[config.mk]
export PLATFORM = sky130hd
export DESIGN_NAME = fpadd_driver
export DESIGN_NICKNAME = d
export VERILOG_FILES = /design/src/rtl/fp_pkg.sv /design/src/rtl/fpadd_driver.sv
export SDC_FILE = /design/constraint.sdc
export NUM_CORES = 1
export LEC_CHECK = 0
export CORE_MARGIN = 1.5
export CORE_UTILIZATION = 44
export DETAILED_ROUTE_END_ITERATION = 16
export HOLD_SLACK_MARGIN = 0.02
export PLACE_DENSITY = 0.88
export REMOVE_ABC_BUFFERS = 1
export SYNTH_ARGS = -nofsm -noshare
export SYNTH_HDL_FRONTEND = slang
export SYNTH_SLANG_ARGS = --single-unit
[constraint.sdc]
create_clock -name clk -period 4.55 [get_ports clk]
set_input_delay 0.455 -clock clk [delete_from_list [all_inputs] [get_ports clk]]
set_output_delay 0.455 -clock clk [all_outputs]
set_load 0.005 [all_outputs]
[src/rtl/fp_pkg.sv]
// rtl/fp_pkg.sv - shared types and helpers for the fpadd driver
package fp_pkg;

  typedef enum logic [1:0] {
    IDLE  = 2'd0,
    ISSUE = 2'd1,
    WAIT  = 2'd2,
    RESP  = 2'd3
  } state_e;

  localparam logic [31:0] QNAN = 32'h7FC0_0000;

  function automatic logic [31:0] fp_negate(input logic [31:0] x);
    return {~x[31], x[30:0]};
  endfunction

endpackage

[src/rtl/fpadd_driver.sv]
// rtl/fpadd_driver.sv - start/done initiator for the multi-cycle fp adder core
import fp_pkg::*;

module fpadd_driver #(
  parameter int          TIMEOUT = 511,
  parameter int          TO_W    = $clog2(TIMEOUT + 1),
  parameter logic [31:0] QNAN_V  = fp_pkg::QNAN
) (
  input  logic        clk,
  input  logic        reset_n,
  input  logic        in_valid,
  output logic        in_ready,
  input  logic [31:0] in_a,
  input  logic [31:0] in_b,
  input  logic        in_sub,
  output logic        out_valid,
  input  logic        out_ready,
  output logic [31:0] out_sum,
  output logic        out_timeout,
  output logic        fp_start,
  output logic [31:0] fp_a,
  output logic [31:0] fp_b,
  input  logic        fp_done,
  input  logic [31:0] fp_sum,
  output logic        busy
);

  state_e            state_q;
  logic [TO_W-1:0]   wd_q;
  logic [TO_W-1:0]   wd_d;
  logic              wd_hit;
  logic              fp_start_q;
  logic              out_valid_q;
  logic              out_timeout_q;
  logic [31:0]       out_sum_q;
  logic [31:0]       fp_a_q;
  logic [31:0]       fp_b_q;

  assign wd_d   = wd_q + 1'b1;
  assign wd_hit = (wd_q == TO_W'(TIMEOUT - 1));

  // fp_done is deliberately not looked at in ISSUE: the previous run's done
  // level is still high there and must not be mistaken for this result.
  always_ff @(posedge clk or negedge reset_n) begin
    if (!reset_n) begin
      state_q       <= IDLE;
      wd_q          <= '0;
      fp_start_q    <= 1'b0;
      out_valid_q   <= 1'b0;
      out_timeout_q <= 1'b0;
      out_sum_q     <= '0;
      fp_a_q        <= '0;
      fp_b_q        <= '0;
    end else begin
      case (state_q)
        IDLE: begin
          if (in_valid) begin
            fp_a_q     <= in_a;
            fp_b_q     <= in_sub ? fp_negate(in_b) : in_b;
            fp_start_q <= 1'b1;
            state_q    <= ISSUE;
          end
        end
        ISSUE: begin
          fp_start_q <= 1'b0;
          wd_q       <= '0;
          state_q    <= WAIT;
        end
        WAIT: begin
          wd_q <= wd_d;
          if (fp_done) begin
            out_sum_q     <= fp_sum;
            out_timeout_q <= 1'b0;
            out_valid_q   <= 1'b1;
            state_q       <= RESP;
          end else if (wd_hit) begin
            out_sum_q     <= QNAN_V;
            out_timeout_q <= 1'b1;
            out_valid_q   <= 1'b1;
            state_q       <= RESP;
          end
        end
        RESP: begin
          if (out_ready) begin
            out_valid_q <= 1'b0;
            state_q     <= IDLE;
          end
        end
        default: state_q <= IDLE;
      endcase
    end
  end

  assign in_ready    = (state_q == IDLE);
  assign busy        = (state_q != IDLE);
  assign fp_start    = fp_start_q;
  assign out_valid   = out_valid_q;
  assign out_timeout = out_timeout_q;
  assign out_sum     = out_sum_q;
  assign fp_a        = fp_a_q;
  assign fp_b        = fp_b_q;

endmodule

==> results of run 1 <==
-- per-stage QoR --
stage          total power, mW  std cells  cell area, sq um  worst slack (ns)
2_1_floorplan             2.42        279              4210              1.93
3_3_place_gp              3.54        612              6410              2.16
3_5_place_dp              3.63        612              6410              2.11
4_1_cts                   4.20        628              6600              2.30
5_1_grt                   4.41        628              6600              2.16
6_report                  4.15        628              6600              2.34
-- sequential cells by signal, indices dropped and copies added (netlist names) --
register / count
fp_b: 32
fp_a: 32
out_sum: 32
out_timeout: 1
state_q: 2
fp_start: 1
out_valid: 1
wd_q: 9
-- power by group --
group	switching (mW)	internal [mW]	total, mW
Sequential	0.243	1.43	1.67
Clock	0.330	0.235	0.565
Combinational	0.646	1.27	1.91
Total	1.22	2.93	4.15
-- logic make-up (layout without fill, tap and decap cells) --
kind of cell | Yosys count | count (layout) | synth area share [%]
AOI/OAI and AO/OA | 48 | 48 | 8.97
xor gates and xnor gates | 4 | 4 | 0.816
adders and majority gates | 6 | 6 | 1.75
buffers and inverters | 23 | 229 | 2.68
DFF | 110 | 110 | 64.1
muxes | 66 | 66 | 17.2
and+or+nand+nor | 36 | 36 | 4.46
-- routing by layer --
layer | global-route usage (%) | share of wire, % | vias to the layer above
met1 | 25.7 | 39 | 1569
met5 | 0 | 0 | -
li1 | - | - | 1444
met3 | 5.73 | 8.7 | 13
met2 | 35.5 | 51 | 125
met4 | 6.52 | 1.4 | 0
-- layout make-up --
type	count	area share, %
repair buffers	204	30.8
well taps	129	2.44
inverters	9	0.512
clock buffers	11	2.29
flip-flops and latches	110	41.7
clock inverters	5	0.606
multi-input cells	160	21.7
-- path summary, 6_finish.rpt --
check                                          endpoint  cells past startpoint                     from  slack (ns)
worst max-delay path               fp_a[21]$_DFFE_PN0P_                      5   state_q[0]$_DFFE_PN0P_        2.34
worst min-delay path            out_sum[14]$_DFFE_PN0P_                      1                  reset_n        0.21
worst max register to register     fp_a[21]$_DFFE_PN0P_                      5   state_q[0]$_DFFE_PN0P_        2.34
worst min register to register  out_sum[29]$_DFFE_PN0P_                      1  out_sum[29]$_DFFE_PN0P_        0.50
max in group asynchronous           fp_b[6]$_DFFE_PN0P_                      2                  reset_n        3.27
min in group clk                out_sum[29]$_DFFE_PN0P_                      1  out_sum[29]$_DFFE_PN0P_        0.50
-- cell usage in the layout, fill, tap and decap left out, drive strengths merged, types with 2 or more instances in the layout --
cell type / count
buf: 3
o21ai: 7
ha: 6
clkbuf: 11
inv: 11
nand3: 5
nor3: 3
nand2: 12
dfrtp: 110
clkdlybuf4s50: 201
mux2: 64
mux2i: 2
and4: 2
a22o: 23
o22a: 9
a21oi: 4
or3: 2
nor2: 6
nand4: 2
xnor2: 4
clkinv: 3
==> results.py, run 1 <==
metrics = {
    "detailed_routing": {
        "initialDrtViolationCount": 64,
        "drc_errors": 0,
        "wl_per_cell_um": 17.0,
        "ant_nets": 0,
        "dr.pass1.iters": 4,
        "drt-total-wl_um": 10700,
        "vias": 3151,
        "via_per_inst": 5.02,
    },
    "critical_path": {
        "end_kind": "register",
        "startpoint_type": "register",
        "worstPathMaxFanout": 50,
        "path_cells": "inv_1 > ha_1 > nand2_2 > buf_4 > mux2_2",
        "path_delay_family": "buffers and inverters",
        "criticalPathCategory": "register to register",
        "crit_arrival_ns": 2.44,
        "required_ns": 4.78,
        "slowest_stage": "buf_4",
        "worst-path-buf-inv": 2,
        "critical_path.max_stage_delay_ns": 0.58,
    },
    "pwr": {
        "p_per_area_mw_per_mm2": 628,
        "p_leak_nw": 2.81,
        "peakVddDrop_v": 0.000373,
    },
    "die": {
        "dieArea_sq_mm": 0.0104,
        "ioPinCount": 203,
        "core_sq_mm": 0.00937,
        "die_w_um": 102,
        "dieHeight_um": 102,
        "core.rowCount": 35,
        "start_util_pct": 45.8,
    },
    "finish": {
        "final_util_pct": 70.5,
        "register_area_sq_mm": 0.00275,
        "multiInputGateArea_sq_mm": 0.00143,
        "syn_to_final_growth_pct": 53.7,
        "n_antenna_cell": 0,
        "fillers": 678,
        "drive_gt1_share_pct": 17.8,
        "nets": 602,
    },
    "yosys": {
        "syn_area_sq_mm": 0.00430,
        "ys_async_sr_fraction_pct": 100,
        "synth_most_common_cell": "dfrtp_1",
        "synth-edff-count": 0,
        "yosysTopAreaCell": "dfrtp_1",
        "netlist_instances": 293,
        "synthTopCellsByArea": "dfrtp_1, mux2_2, a22o_1, o22a_1, ha_1",
        "synth.top_cell.area_share_pct": 64.1,
        "seq_area_frac_synth_pct": 64.1,
        "postSynthAreaPerCell_sq_um": 14.7,
        "synth-seq-cells": 110,
        "ys.flop_type": "dfrtp_1",
        "yosys_warnings": 0,
        "yosysUniqueCellTypes": 31,
        "ys_top_cells_by_count": "dfrtp_1, mux2_2, a22o_1",
    },
    "global_route": {
        "grt_max_degree": 70,
        "antenna_found_initial": 0,
        "grt.overflow.total": 0,
        "grt_usage_pct": 20.8,
        "grt_pass1_vias": 3292,
        "grt_pass1_wl_um": 16700,
    },
    "sta": {
        "period_minus_slack_ns": 2.21,
        "fmax_mhz": 452,
        "whs_ns": 0.207,
        "rsz0062_at_grt": "false",
        "timing.final.crit_share_pct": 48.6,
        "worstMarginPinSlew_ns": 0.871,
        "relSlewSlack_pct": 41.9,
        "fin_setup_tns_ns": 0,
        "setup_viol": 0,
        "finalClockSkew_ns": 0.0168,
        "hold_violations": 0,
        "finalMaxSlewViolations": 0,
    },
    "clock_network": {
        "cts_buffer_depth": 2,
        "cts_made_buffers": 9,
        "root_buffer": "clkbuf_8",
        "ctsResizeCount": 0,
        "cts.clk_slew.worst_paths_ns": 0.11,
        "cts_tree": "done",
        "cts_setup_buffers": 0,
        "hold_buffers": 0,
        "cts_max_level": 3,
        "worstSkewPairLatency_ns": 0.36,
        "clock_sinks": 110,
    },
    "placement": {
        "gp_congestion": 0.770,
        "portBuffers": 202,
        "dp_hpwl_um": 8090,
    },
    "min_path": {
        "hp-class": "input pin to asynchronous set/reset pin",
    },
    "run_status": {
        "status": "finished, final reports clean",
    },
    "run": {
        "maxCapViolations": 0,
    },
}
Note: power is estimated with default switching activity, not from simulation.
==> run 2: changes to the inputs <==
--- a/config.mk
+++ b/config.mk
@@ -6,10 +6,10 @@
 export NUM_CORES = 1
 export LEC_CHECK = 0
 export CORE_MARGIN = 1.5
-export CORE_UTILIZATION = 44
+export CORE_UTILIZATION = 37
 export DETAILED_ROUTE_END_ITERATION = 16
 export HOLD_SLACK_MARGIN = 0.02
-export PLACE_DENSITY = 0.88
+export PLACE_DENSITY = 0.79
 export REMOVE_ABC_BUFFERS = 1
 export SYNTH_ARGS = -nofsm -noshare
 export SYNTH_HDL_FRONTEND = slang
==> constraint.sdc (replaced) <==
create_clock -name clk -period 2.02 [get_ports clk]
set_input_delay 0.202 -clock clk [delete_from_list [all_inputs] [get_ports clk]]
set_output_delay 0.202 -clock clk [all_outputs]
set_load 0.005 [all_outputs]
==> results.py, run 2 (synthesis results as in run 1) <==
metrics = {
    "finish": {
        "drive_gt1_share_pct": 17.2,
        "fillers": 932,
        "nets": 605,
        "n_antenna_cell": 0,
        "syn_to_final_growth_pct": 57.5,
        "multiInputGateArea_sq_mm": 0.00143,
        "final_cell_mix": "clkdlybuf4s50_1, dfrtp_1, mux2_2, a22o_1, nand2_1",
        "register_area_sq_mm": 0.00275,
        "final_common_cell": "clkdlybuf4s50_1",
    },
    "sta": {
        "fmax_mhz": 533,
        "relSlewSlack_pct": 68.2,
        "setup_viol": 0,
        "worstMarginPinSlew_ns": 0.478,
        "period_minus_slack_ns": 1.88,
        "finalClockSkew_ns": 0.00533,
        "timing.final.crit_share_pct": 92.9,
        "whs_ns": 0.354,
        "setup_ws_ns": 0.144,
        "rsz0062_at_grt": "false",
        "finalMaxSlewViolations": 0,
        "hold_violations": 0,
    },
    "global_route": {
        "grt.overflow.total": 0,
        "grt_max_degree": 66,
        "grt_usage_pct": 17.8,
        "grt_pass1_vias": 3331,
        "antenna_found_initial": 0,
        "grt_pass1_wl_um": 17300,
    },
    "clock_network": {
        "cts.clk_slew.worst_paths_ns": 0.06,
        "cts_max_level": 3,
        "cts_buffer_depth": 2,
        "ctsResizeCount": 0,
        "cts_tree": "done",
        "root_buffer": "clkbuf_16",
        "cts_made_buffers": 9,
        "clock_sinks": 110,
        "worstSkewPairLatency_ns": 0.34,
        "cts_setup_buffers": 0,
    },
    "pwr": {
        "seq_power_share_pct": 38.7,
        "p_comb_share_pct": 44.1,
        "p_per_area_mw_per_mm2": 1440,
        "p_leak_nw": 2.87,
        "p_clk_share_pct": 17.2,
        "p_int_mw": 7.06,
        "peakVddDrop_v": 0.000754,
        "net-switching-power_mw": 2.71,
        "power_mw": 9.77,
        "swShare_pct": 27.7,
    },
    "critical_path": {
        "reg2reg_depth": 5,
        "cpMostUsedCell": "inv_1",
        "cp-startpoint": "state_q[0]$_DFFE_PN0P_",
        "end_kind": "primary output",
        "criticalPathCategory": "register to primary output",
        "critical_path.max_stage_delay_ns": 0.51,
        "crit_arrival_ns": 1.67,
        "worstPathMaxFanout": 5,
        "rrSetupSlack_ns": 0.25,
        "endpoint": "busy",
        "slowest_stage": "clkdlybuf4s50_1",
        "startpoint_type": "register",
        "reg2reg_to": "out_sum[23]$_DFFE_PN0P_",
        "path_cells": "inv_1 > ha_1 > inv_1 > clkdlybuf4s50_1",
        "required_ns": 1.82,
        "r2r_start": "state_q[0]$_DFFE_PN0P_",
    },
    "die": {
        "core.rowCount": 39,
        "start_util_pct": 37.8,
        "core_sq_mm": 0.0114,
        "dieHeight_um": 111,
        "die_w_um": 111,
        "ioPinCount": 203,
        "dieArea_sq_mm": 0.0123,
    },
    "detailed_routing": {
        "ant_nets": 0,
        "dr.pass1.iters": 4,
        "drt-total-wl_um": 10400,
        "via_per_inst": 4.84,
        "wl_per_cell_um": 16.1,
        "drc_errors": 0,
        "initialDrtViolationCount": 139,
        "vias": 3109,
    },
    "placement": {
        "place_ws_ns": 0.248,
        "dp_hpwl_um": 7660,
        "portBuffers": 202,
        "gp_congestion": 0.818,
    },
    "run": {
        "maxCapViolations": 0,
    },
    "min_path": {
        "hp-class": "input pin to asynchronous set/reset pin",
    },
    "run_status": {
        "status": "finished, final reports clean",
    },
}
## run 2: cell count changes in the layout (fill, tap and decap cells not counted), sizes merged
cell and delta:
buf +2, clkinv -2, inv -2, bufinv +1, clkbuf +1, dlygate4sd3 +1
## run 2: routing by layer
layer | vias up | wire (um) | GRT usage (%)
met2 | 105 | 5250 | 30.6
li1 | 1451 | - | -
met5 | - | 0 | 0
met3 | 17 | 532 | 4.10
met4 | 0 | 230 | 7.86
met1 | 1536 | 4350 | 21.5
## run 2: power groups by stage
stage,combinational (mW),clock (mW),sequential [mW]
after floorplan,1.62,0,3.84
after global placement,4.25,0,3.75
after detailed placement,4.36,0,3.82
after CTS,4.38,1.74,3.79
after global routing,4.64,1.83,3.91
final,4.31,1.68,3.78
## run 2: layout make-up
class                      count  area share, %
multi-input combinational    160           21.1
inverter                       9          0.499
timing repair buffer         207           31.0
sequential                   110           40.7
clock buffer                  12           3.50
clock inverter                 2          0.518
tap                          143           2.65
## run 2: per-stage QoR
step	TNS [ns]	instance area (sq um)	instances	utilization, %
2_1_floorplan	-38.25	4210	279	-
3_3_place_gp	0	6480	628	57.0
3_5_place_dp	0	6480	628	57.0
4_1_cts	0	6760	643	59.5
5_1_grt	0	6760	643	59.5
6_report	0	6760	643	59.5
## run 2: worst min path at each step
stage	from	end	cells after the start
floorplan	reset_n	fp_a[0]$_DFFE_PN0P_	0
global placement	reset_n	wd_q[0]$_DFFE_PN0P_	1
detailed placement	reset_n	wd_q[1]$_DFFE_PN0P_	1
CTS	reset_n	out_sum[28]$_DFFE_PN0P_	2
global route	reset_n	wd_q[6]$_DFFE_PN0P_	2
finish	reset_n	out_sum[26]$_DFFE_PN0P_	2
## run 2: repair_timing
| item | CTS | global route |
|---|---|---|
| hold endpoints to repair | 32 | 0 |
| hold buffers | 1 | 0 |
| setup endpoints to repair | 0 | 0 |
## run 2: critical path: cells and delay by family, from the launching register on
kind | cells | cell delay, ns
buf+inv | 3 | 0.69
flops | 1 | 0.39
fa+ha+maj | 1 | 0.26
